==> src/rtl/elevator_pkg.sv <==
// ---------------------------------------------------------------------------
// elevator_pkg
// Shared types and constants for the elevator hall-call front end.
//   NUM_FLOORS_C  : number of served floors
//   FLOOR_W       : width of the controller floor code
//   floor_code_t  : controller floor code, bit0 = between floors,
//                   bits [3:1] = floor index
//   req_vec_t     : one request bit per served floor
//   dwell_state_t : dwell FSM states
//   floor_index() : extracts the floor index from a floor code
// ---------------------------------------------------------------------------
package elevator_pkg;

  localparam int NUM_FLOORS_C = 6;
  localparam int FLOOR_W      = 4;

  typedef logic [FLOOR_W-1:0]      floor_code_t;
  typedef logic [NUM_FLOORS_C-1:0] req_vec_t;

  typedef enum logic {
    IDLE  = 1'b0,
    DWELL = 1'b1
  } dwell_state_t;

  // Whole-floor index of a floor code; bit0 (between floors) is ignored here.
  function automatic logic [2:0] floor_index(input floor_code_t code);
    return code[3:1];
  endfunction

endpackage

==> src/rtl/button_debounce.sv <==
// ---------------------------------------------------------------------------
// button_debounce
// Conditions one raw hall-call button: 2-flop synchronizer, debounce counter
// with a stable output bit, and a one-clock pulse on each debounced press.
// Ports:
//   i_clk    : system clock
//   i_rst_n  : asynchronous active-low reset
//   i_raw    : asynchronous button input, active-high
//   o_press  : one-clock pulse when the stable value rises
// Parameter:
//   DEBOUNCE_CYCLES : consecutive differing samples needed to flip (>=1)
// ---------------------------------------------------------------------------
module button_debounce #(
  parameter int DEBOUNCE_CYCLES = 4
) (
  input  logic i_clk,
  input  logic i_rst_n,
  input  logic i_raw,
  output logic o_press
);

  localparam int CNT_W = (DEBOUNCE_CYCLES > 1) ? $clog2(DEBOUNCE_CYCLES) : 1;
  localparam logic [CNT_W-1:0] CNT_LAST = CNT_W'(DEBOUNCE_CYCLES - 1);

  logic             r_sync1;
  logic             r_sync2;
  logic             r_stable;
  logic             r_press;
  logic [CNT_W-1:0] r_cnt;

  always_ff @(posedge i_clk or negedge i_rst_n) begin
    if (!i_rst_n) begin
      r_sync1 <= 1'b0;
      r_sync2 <= 1'b0;
    end else begin
      r_sync1 <= i_raw;
      r_sync2 <= r_sync1;
    end
  end

  // The counter only ever holds values below DEBOUNCE_CYCLES: the edge that
  // would reach it flips the stable bit instead. The press pulse is
  // registered on that same edge so it lasts exactly one clock.
  always_ff @(posedge i_clk or negedge i_rst_n) begin
    if (!i_rst_n) begin
      r_stable <= 1'b0;
      r_cnt    <= '0;
      r_press  <= 1'b0;
    end else begin
      r_press <= 1'b0;
      if (r_sync2 == r_stable) begin
        r_cnt <= '0;
      end else if (r_cnt == CNT_LAST) begin
        r_stable <= r_sync2;
        r_cnt    <= '0;
        r_press  <= r_sync2;
      end else begin
        r_cnt <= r_cnt + CNT_W'(1);
      end
    end
  end

  assign o_press = r_press;

endmodule

==> src/rtl/floor_request_latch.sv <==
// ---------------------------------------------------------------------------
// floor_request_latch
// Turns raw hall-call buttons into the registered pending-request vector for
// the elevator controller. A request is latched on a debounced press and is
// cleared once the car has dwelt at that whole floor for DWELL_TICKS en ticks.
// Ports:
//   i_clk              : system clock
//   i_rst_n            : asynchronous active-low reset
//   i_en               : timebase tick shared with the controller
//   i_buttons_raw      : asynchronous hall-call buttons, active-high
//   i_lock_mask        : per-floor lock (only with FLOOR_LOCK_EN)
//   i_floor            : controller floor code (bit0 = between floors)
//   o_floors_triggered : registered pending-request vector
//   o_dwell_active     : high while a dwell is in progress
//   o_pending_count    : registered popcount of o_floors_triggered
// Build option:
//   FLOOR_LOCK_EN : adds i_lock_mask; locked floors ignore presses, drop any
//                   pending request and abort a dwell in progress.
// ---------------------------------------------------------------------------
module floor_request_latch
  import elevator_pkg::*;
#(
  parameter int NUM_FLOORS      = NUM_FLOORS_C,
  parameter int DEBOUNCE_CYCLES = 4,
  parameter int DWELL_TICKS     = 5
) (
  input  logic                  i_clk,
  input  logic                  i_rst_n,
  input  logic                  i_en,
  input  logic [NUM_FLOORS-1:0] i_buttons_raw,
`ifdef FLOOR_LOCK_EN
  input  logic [NUM_FLOORS-1:0] i_lock_mask,
`endif
  input  logic [FLOOR_W-1:0]    i_floor,
  output logic [NUM_FLOORS-1:0] o_floors_triggered,
  output logic                  o_dwell_active,
  output logic [2:0]            o_pending_count
);

  localparam int DCNT_W = $clog2(DWELL_TICKS + 1);
  localparam logic [DCNT_W:0] DWELL_DONE = (DCNT_W + 1)'(DWELL_TICKS);

  logic [NUM_FLOORS-1:0] w_press;
  logic [NUM_FLOORS-1:0] w_lock;
  logic [NUM_FLOORS-1:0] w_set;
  logic [NUM_FLOORS-1:0] w_clr;
  logic [2:0]            w_idx;
  logic [2:0]            w_pop;
  logic                  w_start;
  logic                  w_start_ok;
  logic                  w_abort;
  logic                  w_finish;
  logic                  w_press_dwell;
  logic                  w_lock_dwell;
  logic                  w_dwell_done;
  logic [DCNT_W:0]       w_cnt_next;

  dwell_state_t          r_state;
  logic [2:0]            r_dwell_floor;
  logic [DCNT_W-1:0]     r_dwell_cnt;
  logic [NUM_FLOORS-1:0] r_req;
  logic [2:0]            r_count;

  for (genvar g = 0; g < NUM_FLOORS; g++) begin : g_btn
    button_debounce #(
      .DEBOUNCE_CYCLES(DEBOUNCE_CYCLES)
    ) u_debounce (
      .i_clk  (i_clk),
      .i_rst_n(i_rst_n),
      .i_raw  (i_buttons_raw[g]),
      .o_press(w_press[g])
    );
  end

`ifdef FLOOR_LOCK_EN
  assign w_lock = i_lock_mask;
`else
  assign w_lock = '0;
`endif

  // dwell_cnt counts en ticks already spent at the floor, so the tick whose
  // incremented count reaches DWELL_TICKS is the one that completes the
  // dwell. With DWELL_TICKS=1 that is the tick right after the start.
  always_comb begin
    w_idx         = floor_index(i_floor);
    w_start_ok    = 1'b0;
    w_press_dwell = 1'b0;
    w_lock_dwell  = 1'b0;
    w_pop         = '0;
    for (int i = 0; i < NUM_FLOORS; i++) begin
      if (w_idx == 3'(i)) begin
        w_start_ok = r_req[i] & ~w_lock[i];
      end
      if (r_dwell_floor == 3'(i)) begin
        w_press_dwell = w_press[i];
        w_lock_dwell  = w_lock[i];
      end
      w_pop = w_pop + {2'b00, r_req[i]};
    end
    w_cnt_next   = {1'b0, r_dwell_cnt} + (DCNT_W + 1)'(1);
    w_dwell_done = (w_cnt_next >= DWELL_DONE);
    w_start      = i_en & ~i_floor[0] & (w_idx < 3'(NUM_FLOORS)) & w_start_ok;
    w_abort      = (i_floor != {r_dwell_floor, 1'b0}) | w_lock_dwell;
    w_finish     = (r_state == DWELL) & ~w_abort & i_en & w_dwell_done;
  end

  // Clearing is ANDed out before the OR of new presses, so a press landing on
  // the clearing edge keeps the request alive for a fresh dwell.
  always_comb begin
    w_set = w_press & ~w_lock;
    w_clr = w_lock;
    for (int i = 0; i < NUM_FLOORS; i++) begin
      if (w_finish && (r_dwell_floor == 3'(i))) begin
        w_clr[i] = 1'b1;
      end
    end
  end

  // The floor-change abort is checked on every clock; everything else in
  // the dwell only advances on en ticks, apart from a fresh press for the
  // dwell floor, which restarts the count immediately.
  always_ff @(posedge i_clk or negedge i_rst_n) begin
    if (!i_rst_n) begin
      r_state       <= IDLE;
      r_dwell_floor <= '0;
      r_dwell_cnt   <= '0;
    end else if (r_state == IDLE) begin
      if (w_start) begin
        r_state       <= DWELL;
        r_dwell_floor <= w_idx;
        r_dwell_cnt   <= DCNT_W'(1);
      end
    end else begin
      if (w_abort) begin
        r_state <= IDLE;
      end else if (i_en) begin
        if (w_dwell_done) begin
          r_state <= IDLE;
        end else if (w_press_dwell) begin
          r_dwell_cnt <= DCNT_W'(1);
        end else begin
          r_dwell_cnt <= w_cnt_next[DCNT_W-1:0];
        end
      end else if (w_press_dwell) begin
        r_dwell_cnt <= DCNT_W'(1);
      end
    end
  end

  always_ff @(posedge i_clk or negedge i_rst_n) begin
    if (!i_rst_n) begin
      r_req   <= '0;
      r_count <= '0;
    end else begin
      r_req   <= (r_req & ~w_clr) | w_set;
      r_count <= w_pop;
    end
  end

  assign o_floors_triggered = r_req;
  assign o_dwell_active     = (r_state == DWELL);
  assign o_pending_count    = r_count;

endmodule

==> config.mk <==
export PLATFORM = sky130hd
export DESIGN_NAME = floor_request_latch
export DESIGN_NICKNAME = d
export VERILOG_FILES = /design/src/rtl/elevator_pkg.sv /design/src/rtl/button_debounce.sv /design/src/rtl/floor_request_latch.sv
export SDC_FILE = /design/constraint.sdc
export NUM_CORES = 1
export LEC_CHECK = 0
export ABC_AREA = 1
export CAP_MARGIN = 20
export CORE_AREA = 8 8 85 87
export DETAILED_ROUTE_END_ITERATION = 8
export DIE_AREA = 0 0 93 95
export SYNTH_ARGS = -nofsm -noshare
export SYNTH_HDL_FRONTEND = slang
export SYNTH_SLANG_ARGS = --single-unit
==> constraint.sdc <==
create_clock -name i_clk -period 6.16 [get_ports i_clk]
set_input_delay 1.232 -clock i_clk [delete_from_list [all_inputs] [get_ports i_clk]]
set_output_delay 1.232 -clock i_clk [all_outputs]
set_load 0.005 [all_outputs]
; Yosys cells after proc, flatten, opt, wreduce, memory -nomap -nowiden
; Index checks and enable logic that the tools add are counted.
[totals]
word_cells = 164
output_inout_bits = 10
inputBits = 13
register_bits = 52
[classes]
reduce_logical = 17
order_cmp = 2
bitwise = 18
addsub = 12
eq_ne = 26
n_mux = 54
[op_table]
columns = op, count
row1 = 2-to-1 mux 1 bit, 35
row2 = 2-to-1 mux 2 bit, 12
row3 = 2-to-1 mux 3 bit, 7
row4 = AND reduction 2 bit, 7
row5 = "adder 2 x 1 -> 2 bit, second input constant", 6
row6 = "== test 2 bit, second input constant", 6
row7 = "== test 3 x 2 -> 1 bit, second input constant", 4
row8 = "== test 3 bit, second input constant", 4
row9 = adder 3 x 1 -> 3 bit, 3
row10 = NOT 1 bit, 9
row11 = AND 1 bit, 6
row12 = AND 6 bit, 1
row13 = == test 1 bit, 6
row14 = "== test 3 x 1 -> 1 bit, second input constant", 2
row15 = logical AND 1 bit, 6
row16 = logical NOT 3 bit, 2
row17 = "!= test 3 bit, second input constant", 2
row18 = NOT 6 bit, 1
row19 = bitwise OR 6 bit, 1
row20 = "adder 3 x 1 -> 4 bit, second input constant", 1
row21 = "greater-or-equal comparator 4 x 3 -> 1 bit, second input constant", 1
row22 = != test 4 bit, 1
row23 = AND reduction 4 bit, 1
row24 = adder 2 x 1 -> 3 bit, 1
row25 = other kinds (4), 4

; Logic depth before layout (Yosys ltp)
; Gate-level depths: netlist (run 1).
[logic_depth]
depth_word = 12
mapped_depth = 11
ltp_nobuf = 11

; Cells and area by module
; Synthesis (run 1) repeated with hierarchy kept, for this count alone.
[hier_totals]
cells_unflattened = 263
area_unflattened_um2 = 2396.0
[by_module_without_submodules]
columns = module, seq_area_each_um2, instances, cells_each, area_each_um2
row1 = button_debounce, 150.1, 6, 19, 211.5
row2 = floor_request_latch, 400.4, 1, 149, 1127.3

; Worst setup path after synthesis (run 1)
; Ideal clock, no wire load.
[synth_timing]
kind = register to register
from = register r_req[0], in the netlist o_floors_triggered[0]
to = register r_count[1], in the netlist o_pending_count[1]
path_stages_with_launch = 9
n_path_buf = 0
setup_ns = 0.114
period_less_slack_ns = 2.231
setup_slack_ns = 3.929
required_ns = 6.046
t_arrival_ns = 2.117
cell_sequence = dfrtp_1 -> fa_1 -> inv_1 -> fa_1 -> inv_1 -> ha_1 -> inv_1 -> fa_1 -> inv_1
[synth_via]
elab_chain_len = 5
[synth_lines]
columns = item, line_no
row1 = "start, declared", floor_request_latch.sv:61  ; logic [NUM_FLOORS-1:0] r_req;
row2 = "start signal, assigned", floor_request_latch.sv:155  ; r_req <= (r_req & ~w_clr) | w_set;
row3 = adder 1 x 1 -> 2 bit, floor_request_latch.sv:98  ; w_pop = w_pop + {2'b00, r_req[i]};
row4 = adder 2 x 1 -> 3 bit, floor_request_latch.sv:98
row5 = adder 3 x 1 -> 3 bit (3 in series), floor_request_latch.sv:98
row6 = net w_pop[1], floor_request_latch.sv:48  ; logic [2:0] w_pop;
row7 = "end signal, assigned", floor_request_latch.sv:156  ; r_count <= w_pop;
row8 = "end, declared", floor_request_latch.sv:62  ; logic [2:0] r_count;
; The timed path passes the listed nets, and every way through them passes these cells.
; A chain may end at the register's enable or synchronous reset.

; Worst setup path after layout (run 1)
[layout_timing]
from = input i_en
to = register r_req[1], in the netlist o_floors_triggered[1]
[layout_via]
elab_chain_len = 7
[layout_lines]
columns = item, line_no
row1 = "start, declared", floor_request_latch.sv:29  ; input logic i_en,
row2 = AND 1 bit (2 in series), floor_request_latch.sv:104  ; w_finish = (r_state == DWELL) & ~w_abort & i_en & w_dwell_done;
row3 = logical AND 1 bit, floor_request_latch.sv:113  ; if (w_finish && (r_dwell_floor == 3'(i))) begin
row4 = 2-to-1 mux 1 bit, floor_request_latch.sv:113
row5 = NOT 6 bit, floor_request_latch.sv:155
row6 = AND 6 bit, floor_request_latch.sv:155
row7 = bitwise OR 6 bit, floor_request_latch.sv:155
; No other way between the ends.

==> results of run 1 <==
[worst max-delay path, cell delays in order]
cell             delay (ns)
clkdlybuf4s50_1        0.53
nand2_1                0.11
inv_1                  0.12
nand3_2                0.10
o22ai_2                0.18
nand3_2                0.18
o21ai_0                0.21
nand2_1                0.06
[Yosys cell counts]
master    count  share of area
nand2_1      42          0.069
nand4_1       3         0.0082
nand2_2       2         0.0055
fa_1          3          0.026
nor3_1        6          0.013
buf_4         1         0.0033
inv_1        39          0.064
or2_2         1         0.0027
nor2_1       23          0.038
nand3_2       4          0.018
nor3b_1       1         0.0033
o21ai_0      14          0.031
nand3b_1      1         0.0033
o22ai_2       1         0.0055
o21bai_1      2         0.0066
nand3_1      10          0.022
xor2_1        1         0.0038
nand3_4       1         0.0077
nor2_2        1         0.0027
xnor2_1       6          0.023
inv_2         3         0.0049
ha_1         10          0.055
dfrtp_1      52           0.57
nor3_2        1         0.0044
a21oi_2       3          0.011
[cell type report]
type,count,share of cell area
flip-flops and latches,52,0.480
well taps,75,0.0346
multi-input cells,136,0.303
repair buffers,23,0.0821
clock inverters,3,0.0175
inverters,42,0.0581
clock buffers,5,0.0254
[cells in the final DEF, fill, tap and decap left out, types with 2 or more instances in the layout]
cell type | Yosys | routed
ha_1 | 10 | 10
nand3_2 | 4 | 4
clkdlybuf4s50_1 | 0 | 21
o21bai_1 | 2 | 2
a21oi_2 | 3 | 3
clkbuf_8 | 0 | 5
dfrtp_1 | 52 | 52
o21ai_0 | 14 | 14
nor2_1 | 23 | 23
inv_2 | 3 | 3
nor3_1 | 6 | 6
nand4_1 | 3 | 3
clkinv_4 | 0 | 2
xnor2_1 | 6 | 6
nand2_2 | 2 | 2
fa_1 | 3 | 3
nand2_1 | 42 | 42
nand3_1 | 10 | 10
inv_1 | 39 | 39
[path summary, 6_finish.rpt]
kind / to / slack, ns / depth (start not counted)
max reg2reg: o_pending_count[1] / 3.86 / 8
min in group asynchronous: g_btn[1].u_debounce.r_cnt[1] / 1.02 / 2
min: g_btn[3].u_debounce.r_sync2 / 0.35 / 0
min reg2reg: g_btn[3].u_debounce.r_sync2 / 0.35 / 0
max: o_floors_triggered[1] / 3.63 / 8
max in group asynchronous: g_btn[4].u_debounce.o_press / 4.72 / 2
[kinds of logic (layout without fill, tap and decap cells)]
group / count (synthesis) / in the layout / synth area share
and+or+nand+nor: 96 / 96 / 0.197
DFF: 52 / 52 / 0.569
buffers and inverters: 43 / 73 / 0.0722
AOI/OAI and AO/OA: 20 / 20 / 0.0542
adders and majority gates: 13 / 13 / 0.0810
xor gates and xnor gates: 7 / 7 / 0.0268
[stage by stage]
stage / utilization / area (um2) / instances
finish: 0.466 / 2710 / 336
CTS: 0.466 / 2710 / 336
floorplan: - / 2290 / 231
global placement: 0.446 / 2600 / 328
detailed placement: 0.446 / 2600 / 328
global route: 0.466 / 2710 / 336
[sequential cells by signal, indices dropped and copies added (netlist names)]
signal and flops:
o_floors_triggered 6, o_pending_count 3, r_dwell_cnt 3, g_btn.u_debounce.o_press 6, g_btn.u_debounce.r_stable 6, g_btn.u_debounce.r_cnt 12
o_dwell_active 1, g_btn.u_debounce.r_sync2 6, r_dwell_floor 3, g_btn.u_debounce.r_sync1 6
[per-layer routing]
layer / share of wire / GRT usage / vias to the layer above
li1: - / - / 777
met1: 0.48 / 0.113 / 719
met2: 0.45 / 0.149 / 29
met3: 0.045 / 0.0246 / 8
met4: 0.023 / 0.0523 / 0
met5: 0 / 0 / -
[report_power, final]
group | switching (W) | leakage, nW | internal, W
registers | 0.0000418 | 0.628 | 0.000403
clock network | 0.000116 | 0.0583 | 0.000122
logic | 0.0000897 | 0.624 | 0.0000705
==> qor.yml, run 1 <==
min_path:
  hold_start: "g_btn[3].u_debounce.r_sync1"
  min_path_type: "reg -> reg"
detailed_routing:
  first_iter_violations: 48
  routed_wl_um: 3680
  viasPerCell: 4.56
  antenna_left: 0
  first_pass_iters: 4
  wl_per_cell_um: 11.0
  drcViolationCount: 0
  vias: 1533
floorplanning:
  dieArea_mm2: 0.00884
  die_w_um: 93
  rows: 28
  start_util: 0.393
  io_pins: 23
  coreArea_mm2: 0.00582
  fp.dieH_um: 95
job:
  cap_violations: 0
synthesis:
  synth.avg_cell_area_um2: 9.90
  synth-seq-cells: 52
  synth.yosys.seq_area_share: 0.569
  ys_warn_count: 0
  yosysUniqueCellTypes: 25
  synthCells: 231
  synth_nets: 257
  synthesis.area_mm2: 0.00229
critical_path:
  start_kind: "input pin"
  startpoint: "i_en"
  required_ns: 6.36
  end_kind: "flop"
  timing.rr.start: "o_floors_triggered[0]"
  worstPathMaxFanout: 6
  worst-setup-path-type: "in -> reg"
  crit_arrival_ns: 2.73
pwr:
  p_leak_nw: 1.31
  vdd_drop_max_mv: 0.168
  power.total_w: 0.000844
  p_per_area_mw_per_mm2: 311
cells_and_area:
  register_area_mm2: 0.00130
  num-fill-cells: 585
  multi_input_area_um2: 821
  final_nets: 286
  drive_above_1_share: 0.103
  synthToLayoutAreaGrowth_pct: 18.6
  num_antenna_cells: 0
timing:
  drv_slew: 0
  setup_violations: 0
  setup_ws_ns: 3.63
  slew_headroom: 0.583
  clock-skew-final_ns: 0.0108
  min_period_over_period: 0.410
  fin_crit_ns: 2.53
  max_freq_ghz: 0.396
  hold_ws_ns: 0.355
  setup_tns_ns: 0
  rsz0062_at_grt: "false"
  worst_slew_pin_slew_ns: 0.625
  hold_viol: 0
clock_network:
  insertion_delay_ns: 0.31
  root_buffer: "clkbuf_8"
  postCtsHoldBufs: 0
  cts_tree: "built"
  clk_pin_slew_worst_paths_ns: 0.10
  cts_sinks: 52
  cts_buffers: 5
  post_cts_buffers: 0
  post_cts_resized: 0
  ctsHtreeMaxLevel: 2
  clk_path_buf_depth: 2
grt:
  grt_pass1_vias: 1534
  grt_pass1_wl_um: 6660
  globalRouteOverflowTotal: 0
  grtUsageTotal: 0.0935
  antenna_found_initial: 0
  grt_max_degree: 53
placement:
  finalWeightedCongestion: 0.803
  port_buffers: 22
  hpwl_um: 2690
  post-place-ws_ns: 3.30
run_status:
  status: "finished clean"
Note: power is estimated with default switching activity, not from simulation.
==> run 2: changes to the inputs <==
Clock period 6.16 ns to 2 ns, I/O delays scaled along.
==> qor.yml, run 2 (synthesized netlist as in run 1, its figures left out) <==
critical_path:
  start_kind: "flop"
  crit_arrival_ns: 2.47  # -0.26 ns
  r2r_cells: 8  # unchanged
  worst-setup-path-type: "reg -> reg"
  required_ns: 2.20  # -4.16 ns
  end_kind: "flop"
  ff2ff_setup_slack_ns: -0.27  # -4.13 ns
  worstPathMaxFanout: 2  # -4
floorplanning:
  io_pins: 23  # unchanged
  start_util: 0.393  # unchanged
  rows: 28  # unchanged
  coreArea_mm2: 0.00582  # unchanged
  dieArea_mm2: 0.00884  # unchanged
  fp.dieH_um: 95  # unchanged
  die_w_um: 93  # unchanged
timing:
  hold_viol: 0  # unchanged
  fin_crit_ns: 2.27
  slew_headroom: 0.803  # +0.220
  setup_violations: 2  # +2
  setup_tns_ns: -0.381  # -0.381 ns
  max_freq_ghz: 0.441
  drv_slew: 0  # unchanged
  clock-skew-final_ns: 0.0111  # +0.000353 ns
  worst_slew_pin_slew_ns: 0.295  # -0.330 ns
  min_period_over_period: 1.13
  setup_ws_ns: -0.269  # -3.90 ns
  rsz0062_at_grt: "true"
grt:
  globalRouteOverflowTotal: 0  # unchanged
  use_met1: 0.113  # -0.000483
  met3_usage: 0.0310  # +0.00635
  grt_max_degree: 53  # unchanged
  grt_busiest_layer: "met2"
  grtUsageTotal: 0.0974  # +0.00387
  grt_pass1_vias: 1567  # +2.2%
  grt_pass1_wl_um: 6820  # +2.4%
  met2_usage: 0.160  # +0.0112
  antenna_found_initial: 0  # unchanged
placement:
  hpwl_um: 2750  # +2.3%
  finalWeightedCongestion: 0.793  # -1.2%
  port_buffers: 22  # unchanged
  placed_cells: 334  # +1.8%
  place_area_mm2: 0.00265  # +2.2%
clock_network:
  cts_sinks: 52  # unchanged
  clk_path_buf_depth: 2  # unchanged
  ctsHtreeMaxLevel: 2  # unchanged
  insertion_delay_ns: 0.30  # about the same
  cts_buffers: 5  # unchanged
  clk_pin_slew_worst_paths_ns: 0.09  # about the same
  cts_tree: "built"
  root_buffer: "clkbuf_8"
cells_and_area:
  final_common_cell: "dfrtp_1"
  register_area_mm2: 0.00130  # unchanged
  top_register: "g_btn.u_debounce.r_cnt"
  num-fill-cells: 572  # -2.2%
  num_antenna_cells: 0  # unchanged
  final_nets: 293  # +2.4%
  drive_above_1_share: 0.123  # +0.0197
  fin_area_mm2: 0.00277  # +2.1%
  final_cell_mix: "dfrtp_1, nand2_1, inv_1"
  fin_cells: 343  # +2.1%
  largest_reg_flops: 12  # unchanged
  final_util: 0.476  # +0.00968
  multi_input_area_um2: 821  # unchanged
  synthToLayoutAreaGrowth_pct: 21.1
min_path:
  min_path_type: "in -> async"
job:
  cap_violations: 0  # unchanged
detailed_routing:
  viasPerCell: 4.49  # -1.7%
  antenna_left: 0  # unchanged
  routed_wl_um: 3700  # +0.43%
  drcViolationCount: 0  # unchanged
  wl_per_cell_um: 10.8  # -1.6%
  first_iter_violations: 37  # -23%
  first_pass_iters: 4  # unchanged
  vias: 1539  # +0.39%
pwr:
  p_leak_nw: 1.34  # +2.5%
  vdd_drop_max_mv: 0.447  # +170%
  p_per_area_mw_per_mm2: 928  # +200%
run_status:
  violations: "setup timing"
  status: "finished with violations"
==> run 2: worst max-delay path: stages (launching register included) <==
cell and delay (ns):
dfrtp_1 0.40, fa_1 0.54, inv_1 0.05, fa_1 0.42, inv_1 0.07, ha_1 0.14, inv_1 0.05, fa_1 0.47
inv_1 0.04
==> run 2: area by class of cell <==
class | count | area share
Tap cell | 75 | 0.0339
Timing Repair Buffer | 30 | 0.104
Inverter | 42 | 0.0569
Clock buffer | 6 | 0.0262
Multi-Input combinational cell | 136 | 0.296
Clock inverter | 2 | 0.0127
Sequential cell | 52 | 0.470
==> run 2: where the power goes <==
part	switching (W)	internal (W)	total [W]
clock	0.000328	0.000372	0.000699
sequential	0.000131	0.00124	0.00137
combinational	0.000273	0.000223	0.000495
total	0.000732	0.00184	0.00257
==> run 2: path summary, 6_finish.rpt <==
kind,from,endpoint
worst max register to register,o_floors_triggered[3],o_pending_count[1]
worst min register to register,g_btn[5].u_debounce.r_sync1,g_btn[5].u_debounce.r_sync2
worst min-delay path,i_rst_n,g_btn[1].u_debounce.r_sync1
worst max-delay path,o_floors_triggered[3],o_pending_count[1]
max in group asynchronous,i_rst_n,g_btn[5].u_debounce.r_cnt[1]
min in group i_clk,g_btn[5].u_debounce.r_sync1,g_btn[5].u_debounce.r_sync2
==> run 2: what timing repair did <==
| item | in CTS | in global routing |
|---|---|---|
| pin swaps | 0 | 0 |
| endpoints found under the setup margin | 2 | 2 |
| hold buffers | 0 | 0 |
| hold endpoints to repair | 0 | 0 |
| cloned | 0 | 0 |
| gates resized for setup | 0 | 0 |
| setup buffers | 0 | 1 |
==> run 2: metrics by stage <==
stage / hold slack, ns / total power [W] / worst slack, ns
floorplan: 0.104 / 0.00175 / -0.223
global placement: 0.332 / 0.00188 / -0.223
detailed placement: 0.336 / 0.00191 / -0.278
CTS: 0.0697 / 0.00263 / -0.293
global route: 0.0874 / 0.00278 / -0.352
finish: 0.0710 / 0.00257 / -0.269
==> run 2: per-layer routing <==
| layer | up-vias | wire length, um |
|---|---|---|
| met3 | 7 | 174 |
| met2 | 26 | 1690 |
| li1 | 788 | - |
| met4 | 0 | 70 |
| met1 | 718 | 1770 |
| met5 | - | 0 |
